**src/rtl/ex_muldiv_unit_pkg.sv**
```systemverilog
// Shared encodings for the EX-stage multiply/divide unit: decoded op codes
// and the sequencing FSM states.
package ex_muldiv_unit_pkg;

  typedef enum logic [1:0] {
    MD_MULTU = 2'b00,
    MD_DIVU  = 2'b01,
    MD_MTHI  = 2'b10,
    MD_MTLO  = 2'b11
  } md_op_e;

  typedef enum logic [1:0] {
    ST_IDLE = 2'b00,
    ST_BUSY = 2'b01,
    ST_DONE = 2'b10
  } md_state_e;

endpackage

```
**src/rtl/ex_muldiv_unit_if.sv**
```systemverilog
// Request/result bundle between ID/EX and the multiply/divide unit.
// The master side issues ops; the slave side is the unit itself.
interface ex_muldiv_unit_if
  import ex_muldiv_unit_pkg::*;
#(
  parameter int WIDTH = 32
);
  logic             start;
  md_op_e           op;
  logic [WIDTH-1:0] operand_a;
  logic [WIDTH-1:0] operand_b;
  logic             stall;
  logic             busy;
  logic             done;
  logic [WIDTH-1:0] hi_out;
  logic [WIDTH-1:0] lo_out;

  modport master (
    output start, op, operand_a, operand_b,
    input  stall, busy, done, hi_out, lo_out
  );

  modport slave (
    input  start, op, operand_a, operand_b,
    output stall, busy, done, hi_out, lo_out
  );
endinterface

```
**src/rtl/ex_muldiv_unit_md_datapath.sv**
```systemverilog
// Shift/add multiplier and restoring divider sharing one accumulator and one
// combined multiplier/quotient shift register; one step per enabled cycle.
module md_datapath
  import ex_muldiv_unit_pkg::*;
#(
  parameter int WIDTH = 32
) (
  input  logic             clk,
  input  logic             reset,
  input  logic             load,
  input  logic             step,
  input  md_op_e           op,
  input  logic [WIDTH-1:0] operand_a,
  input  logic [WIDTH-1:0] operand_b,
  output logic [WIDTH-1:0] res_hi,
  output logic [WIDTH-1:0] res_lo
);
  logic [WIDTH-1:0] acc;
  logic [WIDTH-1:0] mq;
  logic [WIDTH-1:0] opnd;
  logic             div_op;
  logic             div_zero;

  logic [WIDTH:0]   add;
  logic [WIDTH:0]   shifted;
  logic [WIDTH:0]   diff;
  logic [WIDTH-1:0] acc_next;
  logic [WIDTH-1:0] mq_next;

  // Next accumulator / shift-register value for one iteration step
  always_comb begin
    add      = {1'b0, acc};
    shifted  = {acc, mq[WIDTH-1]};
    diff     = shifted - {1'b0, opnd};
    acc_next = acc;
    mq_next  = mq;
    if (div_op) begin
      // diff[WIDTH] is the borrow: set means the trial subtraction is restored
      if (!diff[WIDTH]) begin
        acc_next = diff[WIDTH-1:0];
        mq_next  = {mq[WIDTH-2:0], 1'b1};
      end else begin
        acc_next = shifted[WIDTH-1:0];
        mq_next  = {mq[WIDTH-2:0], 1'b0};
      end
    end else begin
      if (mq[0]) begin
        add = {1'b0, acc} + {1'b0, opnd};
      end else begin
        add = {1'b0, acc};
      end
      acc_next = add[WIDTH:1];
      mq_next  = {add[0], mq[WIDTH-1:1]};
    end
  end

  // Operand capture on load, one iteration per step
  always_ff @(posedge clk or negedge reset) begin
    if (!reset) begin
      acc      <= {WIDTH{1'b0}};
      mq       <= {WIDTH{1'b0}};
      opnd     <= {WIDTH{1'b0}};
      div_op   <= 1'b0;
      div_zero <= 1'b0;
    end else if (load) begin
      acc      <= {WIDTH{1'b0}};
      mq       <= (op == MD_DIVU) ? operand_a : operand_b;
      opnd     <= (op == MD_DIVU) ? operand_b : operand_a;
      div_op   <= (op == MD_DIVU);
      div_zero <= (operand_b == {WIDTH{1'b0}});
    end else if (step) begin
      acc <= acc_next;
      mq  <= mq_next;
    end
  end

  // With a zero divisor the remainder naturally ends up equal to the dividend
  assign res_hi = acc;
  assign res_lo = (div_op && div_zero) ? {WIDTH{1'b1}} : mq;

endmodule

```
**src/rtl/ex_muldiv_unit.sv**
```systemverilog
// EX-stage iterative unsigned MULTU/DIVU engine owning the HI/LO pair;
// sequences the datapath and stalls the front end while an op is in flight.
module ex_muldiv_unit
  import ex_muldiv_unit_pkg::*;
#(
  parameter int WIDTH = 32
) (
  input logic              clk,
  input logic              reset,
  ex_muldiv_unit_if.slave  bus
);
  localparam int CNT_W = $clog2(WIDTH + 1);

  md_state_e        state;
  logic [CNT_W-1:0] count;
  logic [WIDTH-1:0] hi;
  logic [WIDTH-1:0] lo;
  logic             busy_flag;
  logic             done_flag;
  logic             accept;
  logic             step;
  logic [WIDTH-1:0] res_hi;
  logic [WIDTH-1:0] res_lo;

  // Issue decode: only mul/div ops start the engine, and only from IDLE
  always_comb begin
    accept = 1'b0;
    step   = 1'b0;
    if (state == ST_IDLE) begin
      accept = bus.start && ((bus.op == MD_MULTU) || (bus.op == MD_DIVU));
    end else if (state == ST_BUSY) begin
      step = 1'b1;
    end else begin
      step = 1'b0;
    end
  end

  md_datapath #(.WIDTH(WIDTH)) u_datapath (
    .clk       (clk),
    .reset     (reset),
    .load      (accept),
    .step      (step),
    .op        (bus.op),
    .operand_a (bus.operand_a),
    .operand_b (bus.operand_b),
    .res_hi    (res_hi),
    .res_lo    (res_lo)
  );

  // Sequencing FSM, iteration counter and architectural HI/LO
  always_ff @(posedge clk or negedge reset) begin
    if (!reset) begin
      state     <= ST_IDLE;
      count     <= {CNT_W{1'b0}};
      hi        <= {WIDTH{1'b0}};
      lo        <= {WIDTH{1'b0}};
      busy_flag <= 1'b0;
      done_flag <= 1'b0;
    end else begin
      case (state)
        ST_IDLE: begin
          if (bus.start) begin
            case (bus.op)
              MD_MTHI: hi <= bus.operand_a;
              MD_MTLO: lo <= bus.operand_a;
              MD_MULTU, MD_DIVU: begin
                state     <= ST_BUSY;
                count     <= CNT_W'(WIDTH);
                busy_flag <= 1'b1;
              end
              default: state <= ST_IDLE;
            endcase
          end
        end
        ST_BUSY: begin
          count <= count - CNT_W'(1);
          if (count == CNT_W'(1)) begin
            state     <= ST_DONE;
            done_flag <= 1'b1;
          end
        end
        ST_DONE: begin
          hi        <= res_hi;
          lo        <= res_lo;
          state     <= ST_IDLE;
          busy_flag <= 1'b0;
          done_flag <= 1'b0;
        end
        default: begin
          state     <= ST_IDLE;
          busy_flag <= 1'b0;
          done_flag <= 1'b0;
        end
      endcase
    end
  end

  // Stall drops in DONE so the held op leaves ID/EX as HI/LO are written
  assign bus.stall  = accept || (state == ST_BUSY);
  assign bus.busy   = busy_flag;
  assign bus.done   = done_flag;
  assign bus.hi_out = hi;
  assign bus.lo_out = lo;

endmodule

```
**src/flat_wrapper.sv**
```systemverilog
// flat-port wrapper written by rule: the top's interface ports become plain ports
module ex_muldiv_unit_flat import ex_muldiv_unit_pkg::*;
#(
  parameter int WIDTH = 32
)
  (clk, reset, bus_start, bus_op, bus_operand_a, bus_operand_b, bus_stall, bus_busy, bus_done, bus_hi_out, bus_lo_out);
  ex_muldiv_unit_if #(.WIDTH(WIDTH)) bus_i ();
  input logic clk;
  input logic reset;
  input wire logic [$bits(bus_i.start)-1:0] bus_start;
  input wire logic [$bits(bus_i.op)-1:0] bus_op;
  input wire logic [$bits(bus_i.operand_a)-1:0] bus_operand_a;
  input wire logic [$bits(bus_i.operand_b)-1:0] bus_operand_b;
  output wire logic [$bits(bus_i.stall)-1:0] bus_stall;
  output wire logic [$bits(bus_i.busy)-1:0] bus_busy;
  output wire logic [$bits(bus_i.done)-1:0] bus_done;
  output wire logic [$bits(bus_i.hi_out)-1:0] bus_hi_out;
  output wire logic [$bits(bus_i.lo_out)-1:0] bus_lo_out;
  assign bus_i.start = bus_start;
  assign bus_i.op = bus_op;
  assign bus_i.operand_a = bus_operand_a;
  assign bus_i.operand_b = bus_operand_b;
  assign bus_stall = bus_i.stall;
  assign bus_busy = bus_i.busy;
  assign bus_done = bus_i.done;
  assign bus_hi_out = bus_i.hi_out;
  assign bus_lo_out = bus_i.lo_out;
  ex_muldiv_unit #(.WIDTH(WIDTH)) u_core (.clk(clk), .reset(reset), .bus(bus_i));
endmodule
```
**config.mk**
```make
export PLATFORM = sky130hd
export DESIGN_NAME = ex_muldiv_unit_flat
export DESIGN_NICKNAME = d
export VERILOG_FILES = /design/src/rtl/ex_muldiv_unit_pkg.sv /design/src/rtl/ex_muldiv_unit_if.sv /design/src/rtl/ex_muldiv_unit_md_datapath.sv /design/src/rtl/ex_muldiv_unit.sv /design/src/flat_wrapper.sv
export SDC_FILE = /design/constraint.sdc
export NUM_CORES = 1
export LEC_CHECK = 0
export CAP_MARGIN = 20
export CORE_ASPECT_RATIO = 1.4
export CORE_MARGIN = 1
export CORE_UTILIZATION = 25
export CTS_CLUSTER_DIAMETER = 150
export DETAILED_ROUTE_END_ITERATION = 16
export HOLD_SLACK_MARGIN = 0.12
export PLACE_DENSITY = 0.4
export SETUP_SLACK_MARGIN = 0.5
export SYNTH_ARGS = -nofsm -noshare
export SYNTH_HDL_FRONTEND = slang
export SYNTH_SLANG_ARGS = --single-unit
```
**constraint.sdc**
```tcl
create_clock -name clk -period 7.4 [get_ports clk]
set_input_delay 1.48 -clock clk [delete_from_list [all_inputs] [get_ports clk]]
set_output_delay 1.48 -clock clk [all_outputs]
set_load 0.05 [all_outputs]
```
Yosys cells after proc, flatten, opt, wreduce, memory -nomap -nowiden
Cells that the tools add are included.

word-level totals
  bits in registers = 172
  bits in latches = 0
  bits in writable memories = 0
  bits in read-only memories = 0
  input port bits = 69
  output and inout bits = 67
  word-level logic and storage cells = 77
  memories kept = 0

cells by class
  add/subtract/negate cells = 3
  multiply operators = 0
  divide/modulo/power cells = 0
  order comparisons = 0
  eq/ne operators = 11
  shift-type cells = 0
  multiplexer cells = 33
  bitwise operators = 2
  reductions and logical operators = 17

operators with widths
  kind                 number
  $mux 32              14
  $pmux 32 s2          2
  $add 32x32->33       1
  $mux 33              1
  $sub 33x32->33       1
  $logic_not 32->1     1
  $reduce_and 3->1     5
  $mux 6               2
  $pmux 6 s2           1
  $ne 2x2->1 const B   4
  $mux 1               7
  $eq 2x2->1 const B   3
  $eq 6x1->1 const B   1
  $mux 2               3
  $reduce_bool 2->1    3
  $sub 6x1->6 const B  1
  $eq 2x1->1 const B   2
  $logic_not 2->1      2
  $pmux 1 s2           2
  $pmux 2 s2           1
  $logic_and 1x1->1    2
  $logic_or 1x1->1     2
  $ne 2x1->1 const B   1
  $not 1->1            2
  other kinds (2)      2

Longest topological paths before layout
  depth after elaboration = 5
  depth in mapped cells = 13
  depth with buffers taken out = 12

Cells and area by module
From an unflattened synthesis, not the netlist that was laid out.

unflattened totals
  cell total of the unflattened synthesis = 1359
  area total of the unflattened synthesis = 12699.7 um^2

modules (own cells, without submodules)
  module          times used  cells each  area each (um^2)
  md_datapath     1           1107        9038.7
  ex_muldiv_unit  1           252         3661.0

Worst setup path before layout
No wires, ideal clock.

  path kind = in2out
  start = input port bus_op[1]
  end = output port bus_stall
  data arrival time = 2.808 ns
  data required time = 5.920 ns
  slack = 3.112 ns
  stages on the path = 5
  buffers on the path = 2
  cell sequence = clkbuf_1 nor4b_2 nor2_1 clkbuf_1 inv_1

on the way
  longest elaborated chain between the ends = 5

RTL lines
  what                                                  RTL line              source
  start, declared                                       flat_wrapper.sv:11    input wire logic [$bits(bus_i.op)-1:0] bus_op;
  $eq 2x1->1 / $logic_not 2->1 (equally long branches)  ex_muldiv_unit.sv:30  accept = bus.start && ((bus.op == MD_MULTU) || (bus.op == MD_DIVU));
  $logic_or 1x1->1 *                                    ex_muldiv_unit.sv:30
  $logic_and 1x1->1 *                                   ex_muldiv_unit.sv:30
  $mux 1 *                                              ex_muldiv_unit.sv:29  if (state == ST_IDLE) begin
  $logic_or 1x1->1 *                                    ex_muldiv_unit.sv:99  assign bus.stall = accept || (state == ST_BUSY);
  end, declared                                         flat_wrapper.sv:14    output wire logic [$bits(bus_i.stall)-1:0] bus_stall;

Mark *: on every way between the ends. The rest lies on a longest branch, timed or not.

Final worst setup path
Same ends and word-level chain as after synthesis.

==> results.json <==
{
  "synthCells": 1383,
  "area_growth_pct": 20.5,
  "fin_crit_ps": 5290,
  "wire_per_inst_microns": 22.7,
  "synthFlopType": "dfrtp_1",
  "avgSynthCellArea_sq_um": 8.84,
  "antenna_left": 0,
  "rsz0062_at_grt": "no",
  "drtPass1Iterations": 5,
  "r2r_end": "u_core.u_datapath.res_hi[21]",
  "seq_area_sq_um": 4310,
  "layout-drive-gt1-share_pct": 5.03,
  "syn_area_sq_um": 12200,
  "r2r_cells": 13,
  "grt.overflow.total": 0,
  "portBuffers": 135,
  "grt_use_total_pct": 19.4,
  "hold_buffers": 0,
  "gp_congestion": 0.881,
  "synth_seq_cells": 172,
  "cp_max_fo": 8,
  "worst_r2r_startpoint": "u_core.u_datapath.mq[31]",
  "start_kind": "input pin",
  "io_pins": 136,
  "setup.worst_path.start": "bus_op[1]",
  "synth_top_area_share_pct": 35.2,
  "crit_type": "input pin to output pin",
  "nets": 1598,
  "clk_path_buf_depth": 2,
  "antenna_found_initial": 0,
  "hp-start": "u_core.bus.lo_out[28]",
  "hold_viol": 0,
  "num_rows": 95,
  "synth_edf_count": 0,
  "required_ps": 5920,
  "synthTopCellsByCount": "dfrtp_1 (172), a21oi_1 (135), mux2i_1 (113)",
  "crit_path_end": "bus_stall",
  "drc_errors": 0,
  "r2r_slack_ps": 2980,
  "arrival_ps": 3810,
  "core_sq_um": 48100,
  "die_x_microns": 189,
  "drtIter0Drc": 622,
  "fin_setup_tns_ps": 0,
  "synth_nets": 1520,
  "cts_made_buffers": 17,
  "hp-class": "flop to flop",
  "multi_input_area_sq_um": 7400,
  "yosys.cell_count.top_type": "dfrtp_1",
  "initial_core_util_pct": 25.4,
  "global_route.peak_usage_layer": "met2",
  "grt_max_degree": 105,
  "vias_per_cell": 5.39,
  "grt.met3_usage_pct": 2.15,
  "yosys.area.top_type": "dfrtp_1",
  "cts_root_buf": "clkbuf_16",
  "cts_setup_buffers": 0,
  "drv_cap": 0,
  "skew_ps": 9.45,
  "die_h_microns": 264,
  "antennaDiodeCount": 0,
  "ys_warn_count": 0,
  "vias": 11300,
  "grt_pass1_vias": 11600,
  "synth-seq-area-share_pct": 35.2,
  "cts.repair.resized": 0,
  "h-tree-depth": 4,
  "outcome": "completed",
  "setup_viol": 0,
  "slew-limit-headroom_pct": 31.1,
  "clk_pin_slew_ps": 70,
  "final.fill_count": 5103,
  "hpwl_microns": 34900,
  "cp-end-kind": "output pin",
  "dieArea_sq_um": 49800,
  "cts_tree": "built",
  "grt_pass1_wl_microns": 73900,
  "final-max-slew-violation-count": 0,
  "wirelength_microns": 47800,
  "yosys-top-cells-area": "dfrtp_1 (35%), mux2i_1 (9.3%), ha_1 (6.8%)",
  "async_flop_share_pct": 100,
  "ys_types": 74,
  "period_share_pct": 71.4,
  "use_met1_pct": 25.8,
  "grtUsageMet2_pct": 32.8,
  "clk_latency_ps": 450,
  "cts_sinks": 172,
  "max_freq_mhz": 189,
  "tightest_slew_ps": 1030
}
how the worst min path moves through the flow:
| stage | to | slack [ps] | cells after the start |
|---|---|---|---|
| after floorplan | u_core.u_datapath.div_zero | 450 | 2 |
| after global routing | u_core.u_datapath.div_zero | 510 | 2 |
| final | u_core.bus.lo_out[28] | 490 | 2 |
| after CTS | u_core.u_datapath.div_zero | 490 | 2 |
| after detailed placement | u_core.u_datapath.div_zero | 470 | 2 |
| after global placement | u_core.u_datapath.div_zero | 460 | 2 |
cells by family (layout without fill, tap and decap cells):
family	count (synthesis)	after routing	synth area share [%]
compound gates	491	491	26.8
simple gates	338	338	12.8
flops	172	172	35.2
buf+inv	144	233	4.56
mux	121	121	9.99
fa+ha+maj	68	68	7.08
xor+xnor	49	49	3.51
cell usage in the layout (no fill, tap or decap), types with 51 or more instances in the layout:
master / synthesis / routed
a21oi_1: 135 / 135
clkdlybuf4s50_1: 0 / 134
dfrtp_1: 172 / 171
ha_1: 66 / 66
inv_1: 53 / 53
mux2i_1: 113 / 113
nand2_1: 100 / 99
nand3_1: 51 / 51
nor2_1: 96 / 92
o21ai_0: 91 / 91
area by class of cell:
| type | instances | area share, % |
|---|---|---|
| repair buffers | 148 | 9.86 |
| well taps | 630 | 5.35 |
| multi-input cells | 1067 | 50.2 |
| clock buffers | 18 | 2.98 |
| flip-flops and latches | 172 | 29.2 |
| clock inverters | 12 | 0.960 |
| inverters | 55 | 1.40 |
registers in the layout, indices dropped and copies added, names as in the netlist:
register	cells
u_core.u_datapath.opnd	32
u_core.u_datapath.div_zero	1
u_core.bus.busy	1
u_core.bus.done	1
u_core.bus.hi_out	32
u_core.state	2
u_core.count	6
u_core.u_datapath.mq	32
u_core.bus.lo_out	32
u_core.u_datapath.res_hi	32
u_core.u_datapath.div_op	1
worst max-delay path: stages:
cell             delay (ps)
clkdlybuf4s50_1         530
nor4b_2                 760
nor2_2                   60
inv_1                   150
clkdlybuf4s50_1         820
routing by layer:
layer	up-vias	wire (microns)
met5	-	0
met4	0	907
met3	43	1180
met2	232	23600
met1	5663	22100
li1	5385	-
through the flow:
| stage | util [%] | worst slack, ps | instance area [sq um] | cells | hold WS (ps) |
|---|---|---|---|---|---|
| after floorplan | - | 3110 | 12200 | 1383 | 449 |
| after global placement | 29.4 | 2210 | 14100 | 2072 | 461 |
| after detailed placement | 29.4 | 2150 | 14100 | 2072 | 471 |
| after CTS | 30.6 | 2150 | 14700 | 2102 | 489 |
| after global routing | 30.6 | 2000 | 14700 | 2102 | 506 |
| final | 30.6 | 2110 | 14700 | 2102 | 489 |
Power is not shown: default switching activity piles up to over one toggle a cycle in this logic, so the estimate is an artifact.
==> edit 1: new RTL, same settings <==
The 3 states of `md_state_e` get a one-hot encoding in 3 bits.
--- a/src/rtl/ex_muldiv_unit_pkg.sv
+++ b/src/rtl/ex_muldiv_unit_pkg.sv
@@ -11,6 +11,6 @@
 
-  typedef enum logic [1:0] {
-    ST_IDLE = 2'b00,
-    ST_BUSY = 2'b01,
-    ST_DONE = 2'b10
+  typedef enum logic [2:0] {
+    ST_IDLE = 3'b001,
+    ST_BUSY = 3'b010,
+    ST_DONE = 3'b100
   } md_state_e;
Formal check against the unedited RTL: no difference found for any inputs over 4 cycles, from zero or initial values and one cycle with reset low; so few cycles prove little.
==> edit 1 against the original RTL <==
Area after synthesis increased by 8.2%; sequential cell count up 1; design area grew 7.2%; hold slack lost 0.0025 ns; setup slack gained 0.25 ns; critical path depth unchanged; maximum frequency grew 5.0%; count of clock-buffer cells in the layout is 1 lower; routed wire length grew 9.5%; highest routed layer unchanged.
==> edit 1: results <==
[cts]
cts_resized = 0
clkLatencyLatePin_ns = 0.47
path_clk_slew_ns = 0.08
cts_root_buf = clkbuf_16
cts-buffers-inserted = 17
htreeDepth = 4
cts_setup_buffers = 0
clock_path_buffers = 2

[synth]
synthDistinctLibCells = 90
yosys-top-cells-count = nand2_1, dfrtp_1, o21ai_0
ys_seq_area_share_pct = 32.7
synth.avg_cell_area_um2 = 8.07
synth_top_cells_by_area = dfrtp_1, nand2_1, ha_1
ys.flop_type = dfrtp_1
synth.net_count = 1777
async_flop_share_pct = 100
yosys_warnings = 0

[drt]
met1Wirelength_um = 24600
drt_pass1_iterations = 5
wl_met2_um = 25200
drtIter0Drc = 993
route.met3.wl_um = 1510
via_per_inst = 5.24
wl_per_cell_um = 21.5
postRouteWirelength_um = 52300
dr.max_layer_used = met4

[global_route]
grt_pass1_wl_um = 80000
grt_max_degree = 70
grt_util_all_layers_pct = 19.5
grt_pass1_vias = 12563
antenna_found_initial = 0

[place]
place_congestion = 0.861
place_inst = 2399
dp_hpwl_um = 38800
io_buffers = 135

[worst_hold_path]
hold_class = register to register

[timing]
finalClockSkew_ns = 0.0161
tightestPinTransition_ns = 1.03

[pwr]
vdd.ir_drop.worst_v = 0.000177
power_leakage_nw = 6.52

[cells_and_area]
drive_above_1_share_pct = 6.09
diodes = 0
fill_cells = 5650

[run_status]
outcome = finished clean

[worst_setup_path]
critPathArrivalTime_ns = 3.56
cp_max_fo = 6
## edit 1: where the power goes
group	switching, mW	internal [mW]
Clock	0.479	0.448
Sequential	0.297	1.18
Combinational	1.55	0.917
Total	2.32	2.55
## edit 1: final timing paths
path	from	endpoint	slack [ns]	depth (start not counted)
min	u_core.bus.hi_out[17]$_DFFE_PN0P_	u_core.bus.hi_out[17]$_DFFE_PN0P_	0.49	2
min in group asynchronous	reset	u_core.count[3]$_DFFE_PN0P_	0.98	1
max reg2reg	u_core.u_datapath.mq[31]$_DFFE_PN0P_	u_core.u_datapath.res_hi[27]$_DFFE_PN0P_	3.50	12
max	bus_op[1]	bus_stall	2.36	5
min reg2reg	u_core.bus.hi_out[17]$_DFFE_PN0P_	u_core.bus.hi_out[17]$_DFFE_PN0P_	0.49	2
max in group asynchronous	reset	u_core.bus.lo_out[1]$_DFFE_PN0P_	5.00	2
## edit 1: kinds of logic (layout without fill, tap and decap cells)
kind of cell               count (synthesis)  after routing  synth area share (%)
AOI/OAI and AO/OA                        553            553                  26.9
and+or+nand+nor                          535            535                  19.0
buffers and inverters                    190            273                  5.99
DFF                                      173            173                  32.7
muxes                                     86             86                  6.55
adders and majority gates                 68             68                  6.54
xor gates and xnor gates                  35             35                  2.32
## edit 1: per-stage QoR
stage / util (%) / worst slack (ns) / instance area [µm²]
after floorplan: - / 3.47 / 13200
after global placement: 29.1 / 2.35 / 15200
after detailed placement: 29.2 / 2.34 / 15200
after CTS: 30.3 / 2.34 / 15800
after global routing: 30.3 / 2.32 / 15800
final: 30.3 / 2.36 / 15800
## edit 1: area by class of cell
type	instances	area share, %
Multi-Input combinational cell	1277	51.6
Sequential cell	173	27.4
Timing Repair Buffer	155	9.66
Tap cell	707	5.60
Clock buffer	17	2.69
Inverter	87	2.07
Clock inverter	14	0.911
## edit 1: per-layer routing
| metal | vias up | GRT usage (%) |
|---|---|---|
| met4 | 0 | 5.84 |
| met2 | 280 | 32.8 |
| met1 | 6279 | 26.4 |
| li1 | 6123 | - |
| met5 | - | 0 |
| met3 | 52 | 1.99 |
## edit 1: worst max-delay path, cell delays in order
cell             delay, ns
clkdlybuf4s50_1       0.53
nor3_2                0.31
nor2_2                0.07
inv_1                 0.23
clkdlybuf4s50_1       0.93
==> edit 2: new RTL, same settings <==
Without the edit above. `WIDTH` is set to 32 in 4 places; all go to 64.
--- a/src/rtl/ex_muldiv_unit_if.sv
+++ b/src/rtl/ex_muldiv_unit_if.sv
@@ -5,3 +5,3 @@
 #(
-  parameter int WIDTH = 32
+  parameter int WIDTH = 64
 );
--- a/src/rtl/ex_muldiv_unit_md_datapath.sv
+++ b/src/rtl/ex_muldiv_unit_md_datapath.sv
@@ -5,3 +5,3 @@
 #(
-  parameter int WIDTH = 32
+  parameter int WIDTH = 64
 ) (
--- a/src/rtl/ex_muldiv_unit.sv
+++ b/src/rtl/ex_muldiv_unit.sv
@@ -5,3 +5,3 @@
 #(
-  parameter int WIDTH = 32
+  parameter int WIDTH = 64
 ) (
--- a/src/flat_wrapper.sv
+++ b/src/flat_wrapper.sv
@@ -3,3 +3,3 @@
 #(
-  parameter int WIDTH = 32
+  parameter int WIDTH = 64
 )
Interface: changed (resized bus_hi_out, bus_lo_out, bus_operand_a and bus_operand_b); port bits go from 136 to 264. The function was not compared with the original's and may differ.
==> edit 2 against the original RTL <==
Area after synthesis rose by 100%; first-iteration DRC count rose to 2.7 times the old value; design area rose by 100%; setup slack improved by 0.27 ns; synthesized cell count rose by 110%; clock skew rose by 0.018 ns; routed wire length rose by 130%; sequential cell count rose by 161; critical path type unchanged; largest cell class unchanged.
Power is not shown: default switching activity piles up to over one toggle a cycle in this logic, so the estimate is an artifact.
==> edit 2: results <==
[drt]
vias = 23731
route.met3.wl_um = 4440
drtIter0Drc = 1660
wl_per_cell_um = 25.2
met1Wirelength_um = 47200
wl_met2_um = 54200

[place]
place_congestion = 0.925
io_buffers = 263
dp_hpwl_um = 81800

[synth]
yosys-top-cells-count = dfrtp_1, a21oi_1, nand2_1
synth.net_count = 3117
synthDistinctLibCells = 87
ys_seq_area_share_pct = 34.1

[cells_and_area]
nNetsFinal = 3262
fill_cells = 10305
drive_above_1_share_pct = 5.32

[global_route]
grt_pass1_wl_um = 162000
grt_util_all_layers_pct = 21.6
grt_max_degree = 135
antenna_found_initial = 1

[cts]
htreeDepth = 2
clock_path_buffers = 3
clkLatencyLatePin_ns = 0.60
cts-buffers-inserted = 43

[run_status]
outcome = finished clean

[worst_setup_path]
cp_max_fo = 10
critPathArrivalTime_ns = 3.54

[timing]
finalClockSkew_ns = 0.0278
relSlewSlack_pct = 31.3
-- edit 2: changes by cell type after synthesis, moves of 47 or more --
cell      delta
a21oi_1    +193
dfrtp_1    +161
nand2_1    +141
mux2i_1    +103
clkbuf_1    +99
nor2_1      +93
o21ai_0     +88
ha_1        +64
a21o_1      +48
inv_1       +47
o221ai_1    +47
xnor2_1     +47
-- edit 2: path summary, 6_finish.rpt --
path                                                             start                                       end  slack, ns  cells past startpoint
worst min register to register  u_core.u_datapath.div_zero$_DFFE_PN0P_    u_core.u_datapath.div_zero$_DFFE_PN0P_       0.48                      2
worst max register to register    u_core.u_datapath.mq[63]$_DFFE_PN0P_  u_core.u_datapath.res_hi[48]$_DFFE_PN0P_       2.75                     15
min in group asynchronous                                        reset         u_core.bus.lo_out[62]$_DFFE_PN0P_       0.96                      1
max in group asynchronous                                        reset         u_core.bus.hi_out[22]$_DFFE_PN0P_       4.99                      2
worst min-delay path            u_core.u_datapath.div_zero$_DFFE_PN0P_    u_core.u_datapath.div_zero$_DFFE_PN0P_       0.48                      2
worst max-delay path                                         bus_op[1]                                 bus_stall       2.38                      6
-- edit 2: through the flow --
stage	cell area, µm²	utilization [%]	instances	setup slack [ns]
floorplan	24500	-	2852	3.06
global placement	28400	29.3	4253	2.36
detailed placement	28400	29.3	4253	2.37
CTS	29700	30.7	4326	2.38
global route	29700	30.7	4326	2.30
finish	29700	30.7	4327	2.38
-- edit 2: logic make-up after synthesis --
logic type               synth area share [%]
multiplexers                             9.30
XOR/XNOR                                 4.33
AO/OA/AOI/OAI                            27.5
flip-flops                               34.1
adder cells (fa/ha/maj)                  6.81
AND/OR/NAND/NOR                          13.2
buffers and inverters                    4.84
-- edit 2: cell type report --
class | instances | area [µm²] | share of cell area [%]
timing repair buffer | 303 | 2990 | 10.1
multi-input combinational | 2214 | 15000 | 50.6
clock inverter | 15 | 141 | 0.476
tap | 1301 | 1630 | 5.48
sequential | 333 | 8340 | 28.1
inverter | 102 | 383 | 1.29
clock buffer | 58 | 1190 | 4.01
antenna | 1 | 2.50 | 0.00842
-- edit 2: critical path, stage by stage --
cell	delay, ns
clkdlybuf4s50_1	0.55
nor4b_2	0.27
buf_4	0.22
nor2_4	0.04
inv_1	0.13
clkdlybuf4s50_1	0.84
-- edit 2: per-layer routing --
metal | vias to the layer above | GRT usage, %
li1 | 10973 | -
met1 | 11912 | 27.5
met2 | 708 | 38.1
met3 | 138 | 2.40
met4 | 0 | 6.58
met5 | - | 0
